[src/rtl/pipeline_stall_controller_pkg.sv]
`default_nettype none
// ============================================================================
//  Module      : pipeline_stall_controller_pkg
//  Description : Shared constants for the pipeline stall/flush sequencer:
//                FSM state encodings and default parameter values.
//  Revision    : 1.0 - initial release
// ============================================================================
package pipeline_stall_controller_pkg;

    // FSM state encodings (also exported on the state port)
    localparam logic [1:0] ST_RUN      = 2'b00;
    localparam logic [1:0] ST_MEM_WAIT = 2'b01;
    localparam logic [1:0] ST_ERROR    = 2'b10;

    // Default widths / limits
    localparam int DEF_CNT_W   = 16;
    localparam int DEF_TIMEOUT = 64;

endpackage
`default_nettype wire

[src/rtl/pipeline_stall_controller_sat_counter.sv]
`default_nettype none
// ============================================================================
//  Module      : sat_counter
//  Description : Registered up-counter that sticks at all-ones instead of
//                wrapping. Used for the stall/flush performance counters.
//  Revision    : 1.0 - initial release
// ============================================================================
module sat_counter #(
    parameter int WIDTH = 16
) (
    input  logic             clk,
    input  logic             rst,      // asynchronous, active-low
    input  logic             inc,
    output logic [WIDTH-1:0] value
);

    logic [WIDTH-1:0] r_value;

    // Count up on inc, holding once every bit is set
    always_ff @(posedge clk or negedge rst) begin
        if (!rst) begin
            r_value <= '0;
        end else if (inc && (r_value != '1)) begin
            r_value <= r_value + WIDTH'(1);
        end
    end

    assign value = r_value;

endmodule
`default_nettype wire

[src/rtl/pipeline_stall_controller.sv]
`default_nettype none
// ============================================================================
//  Module      : pipeline_stall_controller
//  Description : Central stall/flush sequencer for the 5-stage pipeline.
//                Arbitrates memory stall, branch flush and data hazard, tracks
//                multi-cycle memory waits with a timeout, and keeps saturating
//                stall/flush performance counters.
//  Revision    : 1.0 - initial release
// ============================================================================
module pipeline_stall_controller
    import pipeline_stall_controller_pkg::*;
#(
    parameter int CNT_W   = DEF_CNT_W,
    parameter int TIMEOUT = DEF_TIMEOUT
) (
    input  logic             clk,
    input  logic             rst,             // asynchronous, active-low
    input  logic             hazard_detected,
    input  logic             branch_taken,
    input  logic             mem_req,
    input  logic             mem_ready,
    input  logic             clr_error,
    output logic             freeze_pc,
    output logic             freeze_if_id,
    output logic             flush_if_id,
    output logic             bubble_id_exe,
    output logic             freeze_back,
    output logic             mem_timeout,
    output logic [1:0]       state,
    output logic [CNT_W-1:0] stall_cycles,
    output logic [CNT_W-1:0] flush_count
);

    localparam int WAIT_W = $clog2(TIMEOUT + 1);
    localparam logic [WAIT_W-1:0] c_timeout_val = WAIT_W'(TIMEOUT);

    logic [1:0]        r_state;
    logic [1:0]        w_state_nxt;
    logic [WAIT_W-1:0] r_wait_cnt;
    logic [WAIT_W-1:0] w_wait_nxt;
    logic [WAIT_W-1:0] w_wait_inc;
    logic              r_pend_flush;
    logic              w_pend_nxt;
    logic              r_timeout;
    logic              w_timeout_nxt;

    logic              w_mem_stall;
    logic              w_flush;

    assign w_mem_stall = mem_req & ~mem_ready;
    // A branch resolved during a memory freeze is replayed once the freeze lifts
    assign w_flush     = branch_taken | r_pend_flush;
    assign w_wait_inc  = r_wait_cnt + WAIT_W'(1);

    // State register together with wait counter, pending flush and timeout flag
    always_ff @(posedge clk or negedge rst) begin
        if (!rst) begin
            r_state      <= ST_RUN;
            r_wait_cnt   <= '0;
            r_pend_flush <= 1'b0;
            r_timeout    <= 1'b0;
        end else begin
            r_state      <= w_state_nxt;
            r_wait_cnt   <= w_wait_nxt;
            r_pend_flush <= w_pend_nxt;
            r_timeout    <= w_timeout_nxt;
        end
    end

    // Next-state, wait-count and pending-flush logic
    always_comb begin
        w_state_nxt   = r_state;
        w_wait_nxt    = r_wait_cnt;
        w_pend_nxt    = r_pend_flush;
        w_timeout_nxt = r_timeout;
        case (r_state)
            ST_RUN: begin
                if (w_mem_stall) begin
                    w_state_nxt = ST_MEM_WAIT;
                    w_wait_nxt  = WAIT_W'(1);
                    w_pend_nxt  = r_pend_flush | branch_taken;
                end else if (w_flush) begin
                    w_pend_nxt  = 1'b0;
                end
            end
            ST_MEM_WAIT: begin
                if (w_mem_stall) begin
                    // EXE is frozen, so a held branch_taken simply re-latches
                    w_pend_nxt = r_pend_flush | branch_taken;
                    w_wait_nxt = w_wait_inc;
                    if (w_wait_inc >= c_timeout_val) begin
                        w_state_nxt   = ST_ERROR;
                        w_timeout_nxt = 1'b1;
                    end
                end else begin
                    // Release cycle behaves exactly like RUN
                    w_state_nxt = ST_RUN;
                    w_wait_nxt  = '0;
                    if (w_flush) begin
                        w_pend_nxt = 1'b0;
                    end
                end
            end
            ST_ERROR: begin
                if (clr_error) begin
                    w_state_nxt   = ST_RUN;
                    w_wait_nxt    = '0;
                    w_timeout_nxt = 1'b0;
                end
            end
            default: begin
                w_state_nxt = ST_RUN;
                w_wait_nxt  = '0;
            end
        endcase
    end

    // Zero-latency control outputs; all quiet while reset is asserted
    always_comb begin
        freeze_pc     = 1'b0;
        freeze_if_id  = 1'b0;
        flush_if_id   = 1'b0;
        bubble_id_exe = 1'b0;
        freeze_back   = 1'b0;
        if (rst) begin
            case (r_state)
                ST_RUN, ST_MEM_WAIT: begin
                    if (w_mem_stall) begin
                        freeze_pc    = 1'b1;
                        freeze_if_id = 1'b1;
                        freeze_back  = 1'b1;
                    end else if (w_flush) begin
                        // Flush beats hazard: the hazarding instruction is discarded
                        flush_if_id   = 1'b1;
                        bubble_id_exe = 1'b1;
                    end else if (hazard_detected) begin
                        freeze_pc     = 1'b1;
                        freeze_if_id  = 1'b1;
                        bubble_id_exe = 1'b1;
                    end
                end
                ST_ERROR: begin
                    freeze_pc    = 1'b1;
                    freeze_if_id = 1'b1;
                    freeze_back  = 1'b1;
                end
                default: begin
                    freeze_pc = 1'b0;
                end
            endcase
        end
    end

    sat_counter #(
        .WIDTH (CNT_W)
    ) u_stall_cnt (
        .clk   (clk),
        .rst   (rst),
        .inc   (freeze_pc),
        .value (stall_cycles)
    );

    sat_counter #(
        .WIDTH (CNT_W)
    ) u_flush_cnt (
        .clk   (clk),
        .rst   (rst),
        .inc   (flush_if_id),
        .value (flush_count)
    );

    assign state       = r_state;
    assign mem_timeout = r_timeout;

endmodule
`default_nettype wire

[config.mk]
export PLATFORM = sky130hd
export DESIGN_NAME = pipeline_stall_controller
export DESIGN_NICKNAME = d
export VERILOG_FILES = /design/src/rtl/pipeline_stall_controller_pkg.sv /design/src/rtl/pipeline_stall_controller_sat_counter.sv /design/src/rtl/pipeline_stall_controller.sv
export SDC_FILE = /design/constraint.sdc
export NUM_CORES = 1
export LEC_CHECK = 0
export CORE_ASPECT_RATIO = 1.2
export CORE_UTILIZATION = 43
export DETAILED_ROUTE_END_ITERATION = 12
export GPL_TIMING_DRIVEN = 1
export PLACE_DENSITY = 0.7
export SLEW_MARGIN = 10
export SYNTH_ARGS = -nofsm -noshare
export SYNTH_HDL_FRONTEND = slang
export SYNTH_SLANG_ARGS = --single-unit
[constraint.sdc]
create_clock -name clk -period 4.48 [get_ports clk]
set_input_delay 0.896 -clock clk [delete_from_list [all_inputs] [get_ports clk]]
set_output_delay 0.896 -clock clk [all_outputs]
set_load 0.02 [all_outputs]
Word-level counts from Yosys, hierarchy flattened
Cells that the tools add are included.
- $add $sub $neg: 3
- magnitude comparators: 1
- equal/unequal tests: 9
- multiplexer cells: 31
- bitwise operators: 3
- reduce and logical (&&, ||, !) cells: 10
- operator list (cell ; count):
    $add A16 B1 Y16 const B ; 2
    $ne A16 B16 Y1 const B ; 2
    $mux W7 ; 3
    $pmux W7 S3 ; 1
    $mux W1 ; 19
    $mux W2 ; 4
    $ne A2 B2 Y1 const B ; 4
    $add A7 B1 Y7 const B ; 1
    $ge A7 B7 Y1 const B ; 1
    $pmux W1 S2 ; 3
    $pmux W2 S3 ; 1
    $reduce_and A2 Y1 ; 2
    $reduce_and A4 Y1 ; 1
    $reduce_bool A2 Y1 ; 2
    $ne A3 B3 Y1 const B ; 1
    $reduce_and A3 Y1 ; 1
    $eq A2 B1 Y1 const B ; 1
    $eq A2 B2 Y1 const B ; 1
    $logic_and A1 B1 Y1 ; 2
    $logic_not A2 Y1 ; 1
    $reduce_or A2 Y1 ; 1
    $and A1 B1 Y1 ; 1
    $not A1 Y1 ; 1
    $or A1 B1 Y1 ; 1
- flip-flop bits (word level): 43
- input bits: 7
- output and inout port bits: 40
- word-level logic and storage cells: 63

Longest topological paths before layout
Gate-level depths: netlist of the first run.
- depth after elaboration: 6
- mapped depth: 7
- mapped depth without buffers: 6

Hierarchy
Synthesis of the first run repeated with hierarchy kept, for this count alone.
- cells, all modules: 216
- area total of the unflattened synthesis: 2275.9 µm²
- by module, submodules not included (module ; instances ; cells an instance ; area an instance (µm²)):
    sat_counter at u_flush_cnt ; 1 ; 77 ; 884.6
    sat_counter at u_stall_cnt ; 1 ; 72 ; 782.0
    pipeline_stall_controller ; 1 ; 67 ; 609.3

Least setup slack after synthesis of the first run
No wires, ideal clock.
- kind: input port to output port
- from: input mem_req
- to: output bubble_id_exe
- data arrival time: 1.908 ns
- required time: 3.584 ns
- setup slack: 1.676 ns
- stages: 5
- path through: nor2b_1 or3_1 buf_6 inv_1 a41o_1
- word-level cells in the longest chain between the ends: 4
- ends and longest elaborated chain (item ; line ; text):
    from (decl) ; pipeline_stall_controller.sv:20 ; input logic mem_req,
    $and A1 B1 Y1 ; pipeline_stall_controller.sv:50 ; assign w_mem_stall = mem_req & ~mem_ready;
    $mux W1 ; pipeline_stall_controller.sv:128 ; if (w_mem_stall) begin
    $mux W1 ; pipeline_stall_controller.sv:126 ; case (r_state)
    $mux W1 ; pipeline_stall_controller.sv:125 ; if (rst) begin
    to (decl) ; pipeline_stall_controller.sv:26 ; output logic bubble_id_exe,
No other way between the ends.

Worst setup path in the final report of the first run
- from: input mem_ready
- to: output bubble_id_exe
- word-level cells in the longest chain between the ends: 5
- ends and longest elaborated chain (item ; line ; text):
    from (decl) ; pipeline_stall_controller.sv:21 ; input logic mem_ready,
    $not A1 Y1 ; pipeline_stall_controller.sv:50 ;
    $and A1 B1 Y1 ; pipeline_stall_controller.sv:50 ;
    $mux W1 ; pipeline_stall_controller.sv:128 ;
    $mux W1 ; pipeline_stall_controller.sv:126 ;
    $mux W1 ; pipeline_stall_controller.sv:125 ;
No other way between the ends.

==> metrics.md, run 1 <==
| Metric | Value |
|---|---|
| Rel. slew slack | 0.521 |
| Synth unique cells | 38 |
| Reg-to-reg startpoint | state[1] |
| Post-CTS Resized | 0 |
| Initial Util | 0.454 |
| Placed Cells | a little under 300 |
| Critical path peak fanout | 7 |
| DIE HEIGHT | a little under 80 um |
| Core ar. | ~4700 sq um |
| DR vias/cell | between 5 and 6 |
| WL per Instance | approximately 13 um |
| Input/output buffers | between 40 and 50 |
| Area leader, netlist | dfrtp_1 |
| Count of warnings emitted by yosys | 0 |
| Avg Cell Area, Syn | around 11 sq um |
| Cell Rows | 27 |
| Worst Reg-to-Reg Cells | 4 |
| Via count | ~1.6k |
| CP required | between 3 and 4 ns |
| FF-to-FF setup slack | 2.37 ns |
| Max-cap check violation count | 0 |
| DR iter-0 viols | slightly above 70 |
| Fin nets | 255 |
| Leakage power | about 0.0011 uW |
| Residual DRC | 0 |
| Clock sink total | between 40 and 50 |
| Drt pass-1 iters | 4 |
| CTS tree | built |
| Ratio of cells with drive above 1 in the final layout | 0.0610 |
| Final wirelength | 4040 um |
| Outcome | finished, final reports clean |
| Cells after synthesis | between 150 and 200 |
| Most frequent cells after synthesis | dfrtp_1, xnor2_1, nand3_1, nand4_1, nand2_1 |
| Register area share after synthesis | 0.508 |
| CTS Buf Count | 5 |
| Max Slew Vio Count | 0 |
| Htree depth | 2 |
| GP Congestion | 0.783 |
| CTS Buffer Depth | 2 |
| PwrDens | 411 nW/um^2 |
| Final worst path period need | about 3.7 ns |
| Chip width | approximately 66 um |
| Hpwl dp | 2970 um |
| Post-Route Utilization | 0.586 |
| CP dominant cell by count | clkdlybuf4s50_1 |
| Vias in the first global route | approximately 1.5k |
| Final setup vio count | 0 |
| RSZ-0062 raised after global routing | false |
| Post-synthesis cell area | approximately 2100 sq um |
| Largest net degree at the start of global routing | 32 |
| Top-count cell post-synth | dfrtp_1 |
| Fin crit share | 0.832 |
| Worst r2r dst | u_stall_cnt.value[1] |
| Worst path cell trace | clkdlybuf4s50_1 -> nor2b_1 -> or3_1 -> inv_1 -> a41o_1 -> clkdlybuf4s50_1 |
| Register clock-pin slew on the reported worst setup and hold paths | around 0.080 ns |
| CP max stage delay | about 0.6 ns |
| Post-synth top area share | 0.508 |
| Synth Net Count | a little over 200 |
| Hold-fix buffers at CTS | 0 |
| Ant. Diodes | 0 |
| Critical Path End Type | primary output |
| Kind of critical path | in2out |
| Area contributors post-synth | dfrtp_1, xnor2_1, nand4_1 |
| Clk root buf | clkbuf_8 |
| Final hold violations | 0 |
| Area Growth Syn to Fin | 29.0% |
| Async S/R FF share, synth | 1.00 |
| CP Data Arrival Time | 2.83 ns |
| Final Skew | ~0.0057 ns |
| Startpoint Class | input pin |
| Die ar. | around 5200 sq um |
| Worst hold path class | in2async |
| First-pass GRT wire length | roughly 6800 um |
| Setup_tns | 0 ns |
| Initial antenna violation count | 0 |
| Fmax | about 270 MHz |
| Peak supply drop | about 0.26 mV |
| GRT Resource Usage Total | 0.174 |
| Top_reg_cell synth | dfrtp_1 |
| Flop and latch count out of synthesis | between 40 and 50 |
| Buffers inserted by post-CTS timing repair | 0 |
| Number of enable flip-flop cells after synthesis | 0 |
| Non-Filler Instances | between 300 and 400 |
| Cell with the largest stage delay on the worst path | clkdlybuf4s50_1 |
| Post-DRT Antenna Nets | 0 |
| I/O pins | 47 |
| Clock latency at the later pin of the worst-skew pair | a little under 0.3 ns |
| Gr ovfl total | 0 |
| Worst slew pin tran | slightly above 0.7 ns |
[critical path: cells and delay by family]
family / cells / cell delay, ns
buffers and inverters: 3 / 1.24
and+or+nand+nor: 2 / 0.60
AOI/OAI and AO/OA: 1 / 0.10
[placed cells by master (no fill, tap or decap), types with 6 or more instances in the layout]
cell             Yosys  final
and3_1               9      9
a21oi_1              7      7
xor2_1               6      6
clkdlybuf4s50_1      0     45
xnor2_1             24     24
nand4_1             17     17
nand3_1             18     18
inv_1                7      7
dfrtp_1             43     43
nand2_1             11     11
clkbuf_8             0      6
[flip-flops by register name, indices dropped and copies added, names as in the netlist]
| name | flops |
|---|---|
| mem_timeout | 1 |
| r_pend_flush | 1 |
| r_wait_cnt | 7 |
| state | 2 |
| u_flush_cnt.value | 16 |
| u_stall_cnt.value | 16 |
[logic make-up (layout without fill, tap and decap cells)]
| family | count (synthesis) | count (layout) | share of synthesized area |
|---|---|---|---|
| multiplexers | 2 | 2 | 0.0106 |
| AND/OR/NAND/NOR | 78 | 78 | 0.222 |
| adder cells (fa/ha/maj) | 3 | 3 | 0.0177 |
| XOR/XNOR | 30 | 30 | 0.124 |
| buffers and inverters | 13 | 62 | 0.0307 |
| AO/OA/AOI/OAI | 28 | 28 | 0.0868 |
| flip-flops | 43 | 43 | 0.508 |
[worst max path at each step]
stage                    from       endpoint
global placement    mem_ready  bubble_id_exe
finish              mem_ready  bubble_id_exe
floorplan             mem_req  bubble_id_exe
detailed placement  mem_ready  bubble_id_exe
CTS                 mem_ready  bubble_id_exe
global route        mem_ready   freeze_if_id
[power breakdown]
part	internal [uW]	switching [uW]	leakage [uW]
registers	441	72.6	0.000576
logic	146	153	0.000493
clock network	180	128	0.0000612
[layer usage]
| metal | share of wire | GRT usage | vias to the layer above | routed length, um |
|---|---|---|---|---|
| li1 | - | - | 807 | - |
| met3 | 0.033 | 0.0431 | 6 | 133 |
| met5 | 0 | 0 | - | 0 |
| met1 | 0.47 | 0.228 | 786 | 1900 |
| met2 | 0.48 | 0.267 | 37 | 1930 |
| met4 | 0.019 | 0.0809 | 0 | 75 |
[through the flow]
step	hold WS (ns)	worst slack [ns]	area, sq um	total power, uW
floorplan	0.459	1.68	2120	677
global placement	0.488	0.762	2620	818
detailed placement	0.490	0.757	2620	823
CTS	0.504	0.743	2730	1130
global route	0.517	0.647	2730	1180
finish	0.499	0.752	2730	1120
[cell type report]
type                    count  area [sq um]
well taps                  58          72.6
repair buffers             47           463
inverters                   7          26.3
fillers                   412          1930
clock buffers               6          82.6
flip-flops and latches     43          1080
clock inverters             2          35.0
multi-input cells         141           977
No activity file was read; power rests on OpenSTA's default activity.
==> run 2, diff against run 1 <==
==> constraint.sdc (replaced) <==
create_clock -name clk -period 3.54 [get_ports clk]
set_input_delay 0.708 -clock clk [delete_from_list [all_inputs] [get_ports clk]]
set_output_delay 0.708 -clock clk [all_outputs]
set_load 0.02 [all_outputs]
==> run 2 against run 1 <==
  * Critical path depth down 1
  * Non-clock buffer count up 2
  * Core utilization shrank 0.46 points
  * Global-route usage up 1.3 points
  * Sequential power is 26% higher
  * Die area unchanged
  * Sequential share of layout area increased by 0.31 points
  * Sequential cell count stayed put
  * Largest power group unchanged
  * Highest routed layer unchanged
==> metrics.md, run 2 (synthesis gave the netlist of run 1 again) <==
| Metric | Value |
|---|---|
| Outcome | finished, final reports clean |
| First-pass GRT wire length | 7400 um |
| Final worst path period need | about 3.2 ns |
| Final hold violations | 0 |
| CP Data Arrival Time | about 2.5 ns |
| CP Depth | 5 |
| Max-cap check violation count | 0 |
| Clock latency at the later pin of the worst-skew pair | around 0.29 ns |
| Buffers inserted by post-CTS timing repair | 0 |
| Die ar. | roughly 5200 sq um |
| Register clock-pin slew on the reported worst setup and hold paths | about 0.08 ns |
| Initial Util | 0.454 |
| DR vias/cell | about 5.5 |
| Fin crit share | 0.905 |
| Leakage power | ~0.0011 uW |
| GP Congestion | ~0.8 |
| Ant. Diodes | 0 |
| Critical Path End Type | primary output |
| Via count | roughly 1.7k |
| Critical path peak fanout | 9 |
| Wire length on met1 | between 1500 and 2000 um |
| Vias in the first global route | approximately 1.6k |
| Worst path cell trace | clkdlybuf4s50_1 -> nor3b_4 -> o21ai_1 -> nand2_1 -> clkdlybuf4s50_1 |
| Chip width | 66.1 um |
| Max Slew Vio Count | 0 |
| Fin Hold WS | around 0.25 ns |
| Clk root buf | clkbuf_8 |
| Htree depth | 2 |
| Commonest non-fill, non-tap cell in the layout | clkdlybuf4s50_1 |
| Cell Rows | 27 |
| CTS Buf Count | 5 |
| Residual DRC | 0 |
| Post-Route Utilization | 0.582 |
| WL met3 | roughly 170 um |
| FF-to-FF setup slack | around 1.4 ns |
| Clock sink total | 43 |
| Worst Reg-to-Reg Cells | 4 |
| Rel. slew slack | 0.517 |
| CTS Buffer Depth | 2 |
| Final wirelength | roughly 4300 um |
| Met2 wire len | around 2100 um |
| Input/output buffers | 46 |
| Drt pass-1 iters | 4 |
| Startpoint Class | input pin |
| Cell with the largest stage delay on the worst path | clkdlybuf4s50_1 |
| Worst slew pin tran | between 0.7 and 0.8 ns |
| DR iter-0 viols | 120 |
| Post-CTS Resized | 0 |
| Initial antenna violation count | 0 |
| Kind of critical path | in2out |
| Area Growth Syn to Fin | 28.0% |
| CP dominant cell by count | clkdlybuf4s50_1 |
| Buf/Inv on CP | 2 |
| Commonest non-fill, non-tap cells in the layout | clkdlybuf4s50_1, dfrtp_1, xnor2_1 |
| I/O pins | 47 |
| WL per Instance | about 14 um |
| Post-DRT Antenna Nets | 0 |
| Footprint of the multi-input gates | around 980 sq um |
| CTS tree | built |
| Hpwl dp | about 3100 um |
| Largest net degree at the start of global routing | 41 |
| Gr ovfl total | 0 |
| Hold-fix buffers at CTS | 0 |
| Fin nets | ~260 |
| CP max stage delay | ~0.61 ns |
| Register area | ~1100 sq um |
| Setup_tns | 0 ns |
| Fillers | 430 |
| DR top layer | met4 |
| CP required | approximately 2.8 ns |
| RSZ-0062 raised after global routing | false |
| Final Skew | ~0.0041 ns |
| Pre-CTS setup slack | around 0.34 ns |
| Worst setup margin | around 0.34 ns |
| GRT Resource Usage Total | 0.187 |
| Peak supply drop | about 0.34 mV |
| Ratio of cells with drive above 1 in the final layout | 0.0605 |
| Core ar. | ~4700 sq um |
| Worst hold path class | in2async |
| DIE HEIGHT | between 70 and 80 um |
| Delay-heaviest family, CP | buffers and inverters |
| PwrDens | ~500 nW/um^2 |
| Final setup vio count | 0 |
| Fmax | 312 MHz |
[run 2: cell types whose count changed in the layout (fill, tap and decap cells not counted), sizes merged]
cell	before	now
bufinv	1	0
clkbuf	6	7
buf	2	4
[run 2: through the flow]
step	std cells	area [sq um]	power [uW]
after global placement	298	2630	1040
after floorplan	197	2120	856
after CTS	306	2710	1350
after detailed placement	298	2630	1050
after global routing	306	2710	1410
final	306	2710	1340
[run 2: routing by layer]
layer | vias up | global-route usage
li1 | 814 | -
met1 | 833 | 0.238
met2 | 40 | 0.305
met3 | 6 | 0.0445
met4 | 0 | 0.0702
met5 | - | 0
[run 2: power by group]
part	total, uW	internal (uW)	switching, uW
logic	385	188	198
clock network	301	139	162
registers	650	558	92.1
total	1340	885	452
[run 2: path summary, 6_finish.rpt]
kind,start,end
setup / recovery,mem_ready,freeze_if_id
hold / removal,rst,r_pend_flush
setup reg to reg,state[1],u_stall_cnt.value[1]
hold reg to reg,u_flush_cnt.value[11],u_flush_cnt.value[11]
max in group asynchronous,rst,u_stall_cnt.value[0]
min in group clk,u_flush_cnt.value[11],u_flush_cnt.value[11]
[run 2: cell type report]
cell class,instances,area share
Clock inverter,1,0.00185
Inverter,7,0.00969
Sequential cell,43,0.397
Tap cell,58,0.0268
Multi-Input combinational cell,141,0.360
Timing Repair Buffer,49,0.176
Clock buffer,7,0.0281
